`config.mk`:
```
export PLATFORM = sky130hd
export DESIGN_NAME = rgb_gray_stream
export DESIGN_NICKNAME = d
export VERILOG_FILES = /design/src/rtl/rgb_gray_stream_pkg.sv /design/src/rtl/rgb_gray_stream_gray_kernel.sv /design/src/rtl/rgb_gray_stream.sv
export SDC_FILE = /design/constraint.sdc
export NUM_CORES = 1
export LEC_CHECK = 0
export BUFFER_PORTS_ARGS = -buffer_cell sky130_fd_sc_hd__buf_4
export CORE_MARGIN = 5
export CORE_UTILIZATION = 30
export DETAILED_ROUTE_END_ITERATION = 10
export HOLD_SLACK_MARGIN = 0.06
export PLACE_DENSITY = 0.47
export SLEW_MARGIN = 20
export SYNTH_ARGS = -nofsm -noshare
export SYNTH_HDL_FRONTEND = slang
export SYNTH_SLANG_ARGS = --single-unit
```
`constraint.sdc`:
```
create_clock -name clk -period 7.05 [get_ports clk]
set_input_delay 0 -clock clk [delete_from_list [all_inputs] [get_ports clk]]
set_output_delay 0 -clock clk [all_outputs]
set_load 0.005 [all_outputs]
```
`src/rtl/rgb_gray_stream_pkg.sv`:
```
// Shared definitions for the RGB-to-grayscale stream converter.
//   gray_mode_e : run-time conversion mode encoding (matches the 2-bit mode port)
//   LUMA_K*     : 8-bit fixed-point luma weights, sum = 256
package rgb_gray_stream_pkg;

    typedef enum logic [1:0] {
        GRAY_AVG   = 2'd0,
        GRAY_LUMA  = 2'd1,
        GRAY_GREEN = 2'd2,
        GRAY_MAX   = 2'd3
    } gray_mode_e;

    localparam int LUMA_KR    = 77;
    localparam int LUMA_KG    = 150;
    localparam int LUMA_KB    = 29;
    localparam int LUMA_SHIFT = 8;

endpackage

```
`src/rtl/rgb_gray_stream_gray_kernel.sv`:
```
// gray_kernel: combinational pixel converter.
//   rgb  in  3*CH_W  {R,G,B} pixel, R in the MSBs
//   mode in  2       conversion mode (gray_mode_e)
//   gray out OUT_W   gray value
// Each channel is widened to OUT_W by MSB-first bit replication, then the
// selected mode is evaluated in an OUT_W+10 bit unsigned accumulator.
module gray_kernel
    import rgb_gray_stream_pkg::*;
#(
    parameter int CH_W  = 4,
    parameter int OUT_W = 8
) (
    input  logic [3*CH_W-1:0] rgb,
    input  gray_mode_e        mode,
    output logic [OUT_W-1:0]  gray
);

    localparam int ACC_W = OUT_W + 10;

    logic [OUT_W-1:0] e_r;
    logic [OUT_W-1:0] e_g;
    logic [OUT_W-1:0] e_b;

    // Repeat the channel bits from the MSB down until OUT_W bits are filled,
    // so full-scale input maps to full-scale output (0xA -> 0xAA).
    function automatic logic [OUT_W-1:0] expand(input logic [CH_W-1:0] c);
        logic [OUT_W-1:0] e;
        e = '0;
        for (int i = 0; i < OUT_W; i++) begin
            e[OUT_W-1-i] = c[CH_W-1-(i % CH_W)];
        end
        return e;
    endfunction

    // Exact floor division of the three-channel sum.
    function automatic logic [OUT_W-1:0] avg3(input logic [OUT_W-1:0] a,
                                              input logic [OUT_W-1:0] b,
                                              input logic [OUT_W-1:0] c);
        logic [ACC_W-1:0] sum;
        logic [ACC_W-1:0] quo;
        sum = ACC_W'(a) + ACC_W'(b) + ACC_W'(c);
        quo = sum / ACC_W'(3);
        return quo[OUT_W-1:0];
    endfunction

    // Weighted sum truncated back to OUT_W; weights sum to 256 so no overflow.
    function automatic logic [OUT_W-1:0] luma(input logic [OUT_W-1:0] a,
                                              input logic [OUT_W-1:0] b,
                                              input logic [OUT_W-1:0] c);
        logic [ACC_W-1:0] acc;
        acc = ACC_W'(LUMA_KR) * ACC_W'(a)
            + ACC_W'(LUMA_KG) * ACC_W'(b)
            + ACC_W'(LUMA_KB) * ACC_W'(c);
        return acc[LUMA_SHIFT +: OUT_W];
    endfunction

    function automatic logic [OUT_W-1:0] max3(input logic [OUT_W-1:0] a,
                                              input logic [OUT_W-1:0] b,
                                              input logic [OUT_W-1:0] c);
        logic [OUT_W-1:0] m;
        m = (a > b) ? a : b;
        return (m > c) ? m : c;
    endfunction

    assign e_r = expand(rgb[3*CH_W-1:2*CH_W]);
    assign e_g = expand(rgb[2*CH_W-1:CH_W]);
    assign e_b = expand(rgb[CH_W-1:0]);

    always_comb begin
        gray = '0;
        case (mode)
            GRAY_AVG:   gray = avg3(e_r, e_g, e_b);
            GRAY_LUMA:  gray = luma(e_r, e_g, e_b);
            GRAY_GREEN: gray = e_g;
            GRAY_MAX:   gray = max3(e_r, e_g, e_b);
            default:    gray = '0;
        endcase
    end

endmodule

```
`src/rtl/rgb_gray_stream.sv`:
```
// rgb_gray_stream: RGB-to-grayscale stream converter, valid/ready with SOP/EOP.
//   clk, rst_n          clock, synchronous active-low reset
//   mode                conversion mode, latched on each accepted SOP pixel
//   x_valid/x_ready     input handshake; x_data {R,G,B}, x_sop, x_eop
//   y_valid/y_ready     output handshake; y_data gray, y_sop, y_eop
//   frame_count         accepted input EOPs, wrapping
//   frame_error         sticky framing-violation flag
// Two elastic register stages: p1 holds the raw pixel with its effective mode,
// p2 holds the converted gray value. Up to two pixels are buffered.
module rgb_gray_stream
    import rgb_gray_stream_pkg::*;
#(
    parameter int CH_W       = 4,
    parameter int OUT_W      = 8,
    parameter int IMG_WIDTH  = 640,
    parameter int IMG_HEIGHT = 480,
    parameter int FCNT_W     = 16
) (
    input  logic              clk,
    input  logic              rst_n,
    input  logic [1:0]        mode,
    input  logic              x_valid,
    output logic              x_ready,
    input  logic [3*CH_W-1:0] x_data,
    input  logic              x_sop,
    input  logic              x_eop,
    output logic              y_valid,
    input  logic              y_ready,
    output logic [OUT_W-1:0]  y_data,
    output logic              y_sop,
    output logic              y_eop,
    output logic [FCNT_W-1:0] frame_count,
    output logic              frame_error
);

    localparam int NPIX  = IMG_WIDTH * IMG_HEIGHT;
    localparam int CNT_W = $clog2(NPIX + 2);
    localparam logic [CNT_W-1:0] CNT_ONE  = CNT_W'(1);
    localparam logic [CNT_W-1:0] CNT_NPIX = CNT_W'(NPIX);
    localparam logic [CNT_W-1:0] CNT_SAT  = CNT_W'(NPIX + 1);

    logic              vld_p1;
    logic [3*CH_W-1:0] pix_p1;
    gray_mode_e        mode_p1;
    logic              sop_p1;
    logic              eop_p1;

    logic              vld_p2;
    logic [OUT_W-1:0]  gray_p2;
    logic              sop_p2;
    logic              eop_p2;

    logic              s2_ready;
    logic              x_acc;
    gray_mode_e        active_mode;
    gray_mode_e        pix_mode;
    logic [OUT_W-1:0]  gray_k;

    logic [CNT_W-1:0]  pix_cnt;
    logic [CNT_W-1:0]  cnt_next;
    logic              closed;
    logic              err_now;

    assign s2_ready = ~vld_p2 | y_ready;
    assign x_ready  = rst_n & (~vld_p1 | s2_ready);
    assign x_acc    = x_valid & x_ready;

    // An SOP pixel uses the mode presented with it; every other pixel uses
    // the mode captured at the most recent SOP.
    assign pix_mode = x_sop ? gray_mode_e'(mode) : active_mode;

    always_ff @(posedge clk) begin
        if (!rst_n) begin
            active_mode <= GRAY_AVG;
        end else if (x_acc && x_sop) begin
            active_mode <= gray_mode_e'(mode);
        end
    end

    // ---- input -> p1 ----
    always_ff @(posedge clk) begin
        if (!rst_n) begin
            vld_p1 <= 1'b0;
        end else if (~vld_p1 | s2_ready) begin
            vld_p1 <= x_valid;
        end
    end

    always_ff @(posedge clk) begin
        if (x_acc) begin
            pix_p1  <= x_data;
            mode_p1 <= pix_mode;
            sop_p1  <= x_sop;
            eop_p1  <= x_eop;
        end
    end

    gray_kernel #(
        .CH_W  (CH_W),
        .OUT_W (OUT_W)
    ) u_kernel (
        .rgb  (pix_p1),
        .mode (mode_p1),
        .gray (gray_k)
    );

    // ---- p1 -> p2 ----
    always_ff @(posedge clk) begin
        if (!rst_n) begin
            vld_p2  <= 1'b0;
            gray_p2 <= '0;
            sop_p2  <= 1'b0;
            eop_p2  <= 1'b0;
        end else if (s2_ready) begin
            vld_p2 <= vld_p1;
            if (vld_p1) begin
                gray_p2 <= gray_k;
                sop_p2  <= sop_p1;
                eop_p2  <= eop_p1;
            end
        end
    end

    assign y_valid = vld_p2;
    assign y_data  = gray_p2;
    assign y_sop   = sop_p2;
    assign y_eop   = eop_p2;

    // Frame checking. pix_cnt==0 means no frame has been opened since reset;
    // 'closed' marks that the current frame already saw its EOP.
    always_comb begin
        cnt_next = pix_cnt;
        err_now  = 1'b0;
        if (x_sop) begin
            cnt_next = CNT_ONE;
            if (!closed && (pix_cnt != '0) && (pix_cnt < CNT_NPIX)) begin
                err_now = 1'b1;
            end
        end else begin
            if (pix_cnt != CNT_SAT) begin
                cnt_next = pix_cnt + CNT_ONE;
            end
            if ((pix_cnt == '0) || closed) begin
                err_now = 1'b1;
            end
        end
        if (x_eop && (cnt_next != CNT_NPIX)) begin
            err_now = 1'b1;
        end
    end

    always_ff @(posedge clk) begin
        if (!rst_n) begin
            pix_cnt     <= '0;
            closed      <= 1'b0;
            frame_count <= '0;
            frame_error <= 1'b0;
        end else if (x_acc) begin
            pix_cnt <= cnt_next;
            closed  <= x_eop | (closed & ~x_sop);
            if (x_eop) begin
                frame_count <= frame_count + FCNT_W'(1);
            end
            if (err_now) begin
                frame_error <= 1'b1;
            end
        end
    end

endmodule

```
# Word level (Yosys, flattened, before mapping)
# Index checks and enable logic that the tools add are counted.
[classes] n_eq_ne=5 n_div=1 magnitude_cmp=3 mux=10 n_addsub=6 multipliers=3 n_reduce_logical=12 bitwise_logic=9
[ops] cell="$mux W19" n=2
[ops] cell="$ne A19 B19 Y1 const B" n=2
[ops] cell="$pmux W8 S4" n=1
[ops] cell="$mul A7 B8 Y15 const A" n=2
[ops] cell="$add A19 B1 Y19 const B" n=1
[ops] cell="$logic_not A19 Y1" n=1
[ops] cell="$lt A19 B19 Y1 const B" n=1
[ops] cell="$reduce_bool A19 Y1" n=1
[ops] cell="$add A18 B8 Y18" n=1
[ops] cell="$div A18 B2 Y18 const B" n=1
[ops] cell="$add A15 B16 Y16" n=1
[ops] cell="$add A16 B1 Y16 const B" n=1
[ops] cell="$add A16 B13 Y16" n=1
[ops] cell="$gt A8 B8 Y1" n=2
[ops] cell="$mux W8" n=2
[ops] cell="$mul A5 B8 Y13 const A" n=1
[ops] cell="$add A8 B8 Y9" n=1
[ops] cell="$reduce_and A2 Y1" n=3
[ops] cell="$eq A2 B2 Y1 const B" n=2
[ops] cell="$logic_and A1 B1 Y1" n=4
[ops] cell="$mux W1" n=4
[ops] cell="$and A1 B1 Y1" n=3
[ops] cell="$not A1 Y1" n=3
[ops] cell="$or A1 B1 Y1" n=3
[ops] cell="5 further kinds" n=5
[totals] elab_cells=63 input_bits=20 out_inout_bits=29 ff_bits=67

# Depth between registers and ports, before layout
# Gate-level depths: netlist of the first run.
[logic_depth] ltp_word=7 depth_mapped=28 ltp_nobuf=28

# Modules after synthesis
# A second synthesis of the first run with hierarchy kept.
[hier_totals] cells_unflattened=905 area_unflattened_um2=7915.1
[by_module_without_submodules] mod="gray_kernel" area_per_inst_um2=4640.7 cells_each=548 seq_area_each_um2=0.0 instances=1
[by_module_without_submodules] mod="rgb_gray_stream" area_per_inst_um2=3274.4 cells_each=357 seq_area_each_um2=1501.4 instances=1

# Least setup slack after synthesis of the first run
# Ideal clock, no wire load.
[synth_timing] path_kind="register to register" start="register pix_p1[4]" end="register gray_p2[6] (netlist: y_data[6])" setup_ns=0.117 arrival_time_ns=6.171 n_path_buf=0 path_stages_with_launch=27 path_slack_ns=0.761 required_time_ns=6.933 period_less_slack_ns=6.289 path_cell_list="edfxtp_1 > ha_1 > ha_1 > inv_1 > fa_1 > fa_1 > inv_1 > ha_1 > o21a_1 > nor2_1 > xnor2_1 > ha_1 > inv_1 > fa_1 > fa_1 > inv_1 > fa_1 > ha_1 > and3_1 > a21oi_1 > inv_1 > a211oi_1 > nor2_1 > a21oi_1 > xor2_1 > o21ai_0 > a32o_1"
[synth_via] elab_chain_len=5 elab_cells_between_ends=11
[synth_lines] element="start, declared" line="rgb_gray_stream.sv:43" source="logic [3*CH_W-1:0] pix_p1;"
[synth_lines] element="start signal, assigned" line="rgb_gray_stream.sv:91" source="pix_p1 <= x_data;"
[synth_lines] element="parallel branches: the longest is 4 deep, another holds $add A18 B8 Y18"
[synth_lines] element="$pmux W8 S4 *" line="rgb_gray_stream_gray_kernel.sv:71" source="case (mode)"
[synth_lines] element="end signal, assigned" line="rgb_gray_stream.sv:117" source="gray_p2 <= gray_k;"
[synth_lines] element="end, declared" line="rgb_gray_stream.sv:49" source="logic [OUT_W-1:0] gray_p2;"
# Every way passes the cells marked *.
# A chain may end at the register's enable or synchronous reset.

# Final worst setup path of the first run
[layout_timing] start="register pix_p1[5]" end="register gray_p2[6] (netlist: y_data[6])"
# The elaborated chain is that of the path after synthesis.

==> impl_metrics.json, run 1 <==
{
  "status": "finished clean",
  "drt_iter0_markers": 222,
  "slew_violations": 0,
  "p_leak_nw": 3.98,
  "io_buffers": 48,
  "clockBufferDepth": 2,
  "fin_cells": 1257,
  "dr.pass1.iters": 4,
  "yosysSeqAreaShare": 0.201,
  "drc": 0,
  "final_antenna_net_count": 0,
  "power_density_nw_per_um2": 314,
  "num_rows": 57,
  "synth_edf_count": 16,
  "yosysTopAreaCellShare": 0.171,
  "synth_common_cells": "115 x inv_1, 102 x ha_1, 63 x nor2_1",
  "die-area_um2": 28200,
  "synth-seq-cells": 67,
  "yosys.area.top_type": "ha_1",
  "wl_per_cell_um": 15.0,
  "fin_crit_ns": 6.47,
  "yosysMostFrequentCell": "inv_1",
  "holdPathEnd": "pix_p1[8]",
  "cts_tree": "yes",
  "placed_cells": 1219,
  "relSlewSlack": 0.383,
  "r2r_end": "y_data[6]",
  "viasPerCell": 4.80,
  "syn_to_final_growth_pct": 16.9,
  "io_pins": 49,
  "grt_max_degree": 31,
  "grt_pass1_wl_um": 31800,
  "dp_hpwl_um": 14800,
  "r2r_slack_ns": 0.58,
  "root_buffer": "clkbuf_16",
  "min_from": "x_data[8]",
  "worstRegToRegCells": 27,
  "grt_pass1_vias": 6103,
  "ys.flop_type": "dfxtp_1",
  "syn_inst": 863,
  "arrival_ns": 6.71,
  "yosys_warnings": 0,
  "skew_ns": 0.0123,
  "setup_violations": 0,
  "nets": 1104,
  "finalWirelength_um": 18800,
  "grt_setup_unrepaired": "false",
  "tightest_slew_ns": 0.919,
  "clkTransAtPathRegs_ns": 0.07,
  "clock-sinks": 67,
  "grt_usage": 0.137,
  "cp.required_ns": 7.29,
  "drive_gt1_frac": 0.107,
  "gp_congestion": 0.777,
  "core_um2": 24500,
  "crit_path_end_kind": "flip-flop",
  "max_freq_mhz": 154,
  "syn_avg_cell_area_um2": 8.66,
  "busiest_layer": "met2",
  "drv_cap": 0,
  "start_kind": "flip-flop",
  "grt_use_met3": 0.0227,
  "start_util": 0.306,
  "fill_cells": 2573,
  "min_period_over_period": 0.918,
  "critical_path_class": "flip-flop to flip-flop",
  "finalSetupTns_ns": 0,
  "insertion_delay_ns": 0.34,
  "via_count": 6032,
  "cts-buffers-inserted": 9,
  "die_width_um": 168,
  "hold_depth": 2,
  "crit_fanout": 4,
  "hold_viol": 0,
  "yosys-top-cells-area": "ha_1 17%, fa_1 14%, dfxtp_1 14%",
  "grt.overflow.total": 0,
  "synthArstFlopShare": 0,
  "ys_types": 76,
  "vdd_drop_max_mv": 0.192,
  "hold_path.class": "primary input to flip-flop",
  "die_y_um": 168,
  "cts_setup_buffers": 0,
  "global_route.usage.met1": 0.189,
  "grtUsageMet2": 0.230,
  "ctsHtreeMaxLevel": 3,
  "antenna_found_initial": 0,
  "diodes": 0,
  "syn_area_um2": 7480,
  "post-route-util": 0.357,
  "r2r_start": "pix_p1[5]",
  "syn_nets": 1039
}
[per-layer routing]
metal	share of wire	vias to the layer above	wire length, µm
li1	-	3106	-
met1	0.49	2860	9240
met2	0.48	58	9050
met3	0.021	8	388
met4	0.0084	0	159
met5	0	-	0
[timing repair]
item,4_1_cts,5_1_grt
resized for setup,0,0
hold endpoints to repair,26,0
hold buffers,22,0
[registers in the layout, indices dropped and copies added (netlist names)]
signal       cells
y_eop            1
sop_p1           1
frame_error      1
y_sop            1
active_mode      2
eop_p1           1
vld_p1           1
mode_p1          2
closed           1
frame_count     16
y_data           8
y_valid          1
pix_cnt         19
pix_p1          12
[where the power goes]
part / total, mW / internal [mW] / switching [mW] / leakage (nW)
logic: 1.83 / 0.800 / 1.03 / 3.26
clock network: 0.485 / 0.281 / 0.204 / 0.153
registers: 0.431 / 0.413 / 0.0180 / 0.564
total: 2.74 / 1.49 / 1.25 / 3.98
[worst max-delay path by stage]
| stage | start | end | slack (ns) | cells after the start |
|---|---|---|---|---|
| after floorplan | pix_p1[4] | y_data[6] | 0.76 | 26 |
| after CTS | pix_p1[5] | y_data[6] | 0.53 | 27 |
| after global routing | pix_p1[5] | y_data[6] | 0.09 | 27 |
| after detailed placement | pix_p1[5] | y_data[6] | 0.55 | 27 |
| final | pix_p1[5] | y_data[6] | 0.58 | 27 |
| after global placement | pix_p1[5] | y_data[6] | 0.58 | 27 |
[worst max-delay path, stage by stage, from the launching register on]
cell and delay (ns):
edfxtp_1 0.39, ha_1 0.35, ha_1 0.29, ha_1 0.28, inv_1 0.05, fa_1 0.49, inv_1 0.04, ha_1 0.30
a21boi_0 0.27, o21a_1 0.18, nor2_1 0.05, xnor2_1 0.12, ha_1 0.27, inv_1 0.05, fa_1 0.46, fa_1 0.49
inv_1 0.05, fa_1 0.47, ha_1 0.35, and3_1 0.18, a21oi_1 0.11, inv_1 0.07, a211oi_1 0.31, nor2_1 0.12
a21oi_1 0.18, xor2_1 0.15, o21ai_0 0.08, a32o_1 0.22
[cell usage in the layout, fill, tap and decap left out, types with 3 or more instances in the layout]
cell type and count:
inv_1 115, ha_1 102, nor2_1 62, nand2_1 60
buf_4 59, fa_1 54, a21oi_1 51, dfxtp_1 51
o21ai_0 49, xor2_1 36, xnor2_1 26, nand3_1 23
dlygate4sd3_1 22, nor3_1 18, edfxtp_1 16, and3_1 15
a21o_1 12, o31ai_1 11, clkbuf_16 9, nor2b_1 7
mux2i_1 7, a31oi_1 7, o21bai_1 6, or3_1 6
a211oi_1 6, nand2b_1 6, nand4_1 6, o21a_1 5
or2_2 5, a41oi_1 4, mux2_2 4, a21boi_0 3
a211o_1 3, a22oi_1 3, nor4_1 3, a22o_1 3
inv_6 3
[per-stage QoR]
stage / area (µm²) / total power, mW / hold WS (ns) / setup WS [ns]
CTS: 8740 / 2.81 / 0.366 / 0.529
global placement: 8210 / 2.29 / 0.181 / 0.584
detailed placement: 8210 / 2.29 / 0.180 / 0.553
floorplan: 7480 / 1.87 / 0.0989 / 0.761
finish: 8740 / 2.74 / 0.380 / 0.576
global route: 8740 / 3.07 / 0.366 / 0.0910
[logic make-up after synthesis]
family,count (synthesis),share of synthesized area
simple gates,226,0.144
mux,11,0.0154
fa+ha+maj,158,0.318
compound gates,196,0.176
xor+xnor,62,0.0726
buf+inv,143,0.0733
flops,67,0.201
[final cells by class]
cell class | count | area [µm²] | area share
Multi-Input combinational cell | 653 | 5430 | 0.621
Sequential cell | 67 | 1500 | 0.172
Timing Repair Buffer | 81 | 663 | 0.0759
Inverter | 116 | 435 | 0.0498
Tap cell | 324 | 405 | 0.0464
Clock buffer | 9 | 225 | 0.0258
Clock inverter | 7 | 81.3 | 0.00930
Note: power is estimated with default switching activity, not from simulation.
==> run 2: changes to the inputs <==
SYNTH_HIERARCHICAL = 1   (was unset)
==> run 2 against run 1 <==
Net effect:
- final cell count up 3.6%
- synthesized cell count is 4.9% higher
- worst setup slack lost 0.17 ns
- core utilization shrank 1.0 points
- hold slack improved by 0.0072 ns
- sequential power is 0.9% higher
- largest power group unchanged
- highest routed layer unchanged
==> impl_metrics.json, run 2 <==
{
  "status": "finished clean",
  "syn_area_um2": 7920,
  "relSlewSlack": 0.392,
  "synth-seq-cells": 67,
  "largest_register_ffs": 19,
  "die_y_um": 172,
  "combPwrFrac": 0.709,
  "ys_types": 86,
  "ys.flop_type": "dfxtp_1",
  "start_kind": "flip-flop",
  "setup_violations": 0,
  "drv_cap": 0,
  "drc": 0,
  "ctsHtreeMaxLevel": 3,
  "dpl_cell_area_um2": 8520,
  "antenna_found_initial": 0,
  "regMostFlops": "pix_cnt",
  "clock-sinks": 67,
  "grt_pass1_wl_um": 34000,
  "hold_viol": 0,
  "syn_inst": 905,
  "synth_edf_count": 16,
  "root_buffer": "clkbuf_16",
  "synthArstFlopShare": 0,
  "final_antenna_net_count": 0,
  "met3_length_um": 559,
  "io_buffers": 48,
  "stdcell_area_um2": 9010,
  "num_rows": 59,
  "io_pins": 49,
  "syn_avg_cell_area_um2": 8.75,
  "wl_per_cell_um": 15.3,
  "p_switching_mw": 1.35,
  "skew_ns": 0.00779,
  "via_count": 6381,
  "yosysMostFrequentCell": "inv_1",
  "cts_tree": "yes",
  "clockBufferDepth": 2,
  "nets": 1132,
  "viasPerCell": 4.90,
  "grt.overflow.total": 0,
  "fin_crit_ns": 6.65,
  "yosysSeqAreaShare": 0.190,
  "p_int_mw": 1.60,
  "clkTransAtPathRegs_ns": 0.06,
  "synth_common_cells": "126 x inv_1, 93 x ha_1, 60 x o21ai_0",
  "start_util": 0.305,
  "dp_hpwl_um": 15200,
  "min_period_over_period": 0.943,
  "crit_path_end_kind": "flip-flop",
  "max_freq_mhz": 150,
  "p_seq_frac": 0.148,
  "wl_met2_um": 9580,
  "yosysTopAreaCellShare": 0.147,
  "grt_max_degree": 35,
  "gp_congestion": 0.841,
  "p_leak_nw": 4.11,
  "wl_met1_um": 9530,
  "drive_gt1_frac": 0.132,
  "crit_fanout": 3,
  "insertion_delay_ns": 0.33,
  "hold_path.class": "primary input to flip-flop",
  "fin_hold_ws_ns": 0.387,
  "cp.required_ns": 7.32,
  "yosys_warnings": 6,
  "vdd_drop_max_mv": 0.230,
  "core_um2": 26000,
  "fill_cells": 2710,
  "critical_path_class": "flip-flop to flip-flop",
  "finalWirelength_um": 19900,
  "arrival_ns": 6.91,
  "syn_nets": 1075,
  "layout_common_cells": "126 x inv_1, 93 x ha_1, 66 x buf_4",
  "largestRegisters": "pix_cnt (19), frame_count (16), pix_p1 (12)",
  "grt_pass1_vias": 6470,
  "grt_setup_unrepaired": "false",
  "die-area_um2": 29700,
  "swShare": 0.458,
  "top_layer": "met4",
  "die_width_um": 172,
  "cts-buffers-inserted": 9,
  "dr.pass1.iters": 4,
  "drt_iter0_markers": 465,
  "final_common_cell": "inv_1",
  "yosys.area.top_type": "ha_1",
  "slew_violations": 0,
  "diodes": 0,
  "power_frac_clock": 0.144,
  "finalSetupTns_ns": 0,
  "power_density_nw_per_um2": 327,
  "tightest_slew_ns": 0.909,
  "grt_usage": 0.141,
  "syn_to_final_growth_pct": 13.9,
  "r2r_slack_ns": 0.40,
  "yosys-top-cells-area": "ha_1 15%, fa_1 14%, dfxtp_1 13%"
}
==> run 2: cells by family (layout without fill, tap and decap cells) <==
kind of cell | after synthesis | after routing | synth area share
fa+ha+maj | 152 | 152 | 0.294
xor+xnor | 47 | 47 | 0.0561
flops | 67 | 67 | 0.190
mux | 26 | 26 | 0.0338
compound gates | 206 | 206 | 0.169
buf+inv | 167 | 229 | 0.100
simple gates | 240 | 240 | 0.157
==> run 2: path summary, 6_finish.rpt <==
| path | start | to | cells after the start |
|---|---|---|---|
| worst max-delay path | pix_p1[4] | y_data[7] | 26 |
| worst min-delay path | x_data[9] | pix_p1[9] | 2 |
| worst max register to register | pix_p1[4] | y_data[7] | 26 |
| worst min register to register | closed | closed | 2 |
==> run 2: critical path, stage by stage (launching register included) <==
cell,delay [ns]
edfxtp_1,0.39
ha_1,0.36
ha_1,0.29
inv_1,0.05
fa_1,0.48
fa_1,0.51
inv_1,0.04
ha_1,0.34
xnor2_2,0.16
fa_1,0.48
inv_1,0.05
fa_1,0.49
fa_1,0.50
inv_1,0.05
fa_1,0.48
ha_1,0.33
inv_1,0.06
o31ai_1,0.07
buf_4,0.16
a211oi_4,0.25
o21ai_1,0.14
a21oi_1,0.18
xnor3_1,0.24
o21a_1,0.17
a31oi_1,0.15
mux2i_1,0.09
nor2_1,0.08
==> run 2: timing repair <==
action | in CTS | in global routing
hold buffers | 19 | 0
endpoints found under the hold margin | 23 | 0
gates resized for setup | 0 | 9
buffers inserted | 0 | 0
endpoints found under the setup margin | 0 | 4
==> run 2: metal layers <==
metal / vias to the layer above / GRT usage
met1: 3015 / 0.190
li1: 3261 / -
met2: 92 / 0.243
met4: 0 / 0.0249
met5: - / 0
met3: 13 / 0.0197
==> run 2: cell type report <==
class	count	area [µm²]	area share
Multi-Input combinational cell	671	5650	0.627
Sequential cell	67	1500	0.167
Timing Repair Buffer	85	686	0.0761
Inverter	128	480	0.0533
Tap cell	335	419	0.0465
Clock buffer	9	225	0.0250
Clock inverter	7	50.0	0.00555
==> run 2: per-stage QoR <==
step / power [mW] / util / instances / worst slack, ns
after floorplan: 1.96 / - / 905 / 0.467
after global placement: 2.46 / 0.328 / 1267 / 0.279
after detailed placement: 2.47 / 0.328 / 1267 / 0.252
after CTS: 2.92 / 0.346 / 1302 / 0.139
after global routing: 3.32 / 0.347 / 1302 / 0.0155
final: 2.95 / 0.347 / 1302 / 0.403
==> run 2: power groups by stage <==
| stage | clock (mW) | sequential, mW | combinational, mW |
|---|---|---|---|
| 2_1_floorplan | 0 | 0.442 | 1.52 |
| 3_3_place_gp | 0 | 0.444 | 2.02 |
| 3_5_place_dp | 0 | 0.445 | 2.02 |
| 4_1_cts | 0.440 | 0.436 | 2.04 |
| 5_1_grt | 0.458 | 0.439 | 2.42 |
| 6_report | 0.424 | 0.435 | 2.09 |
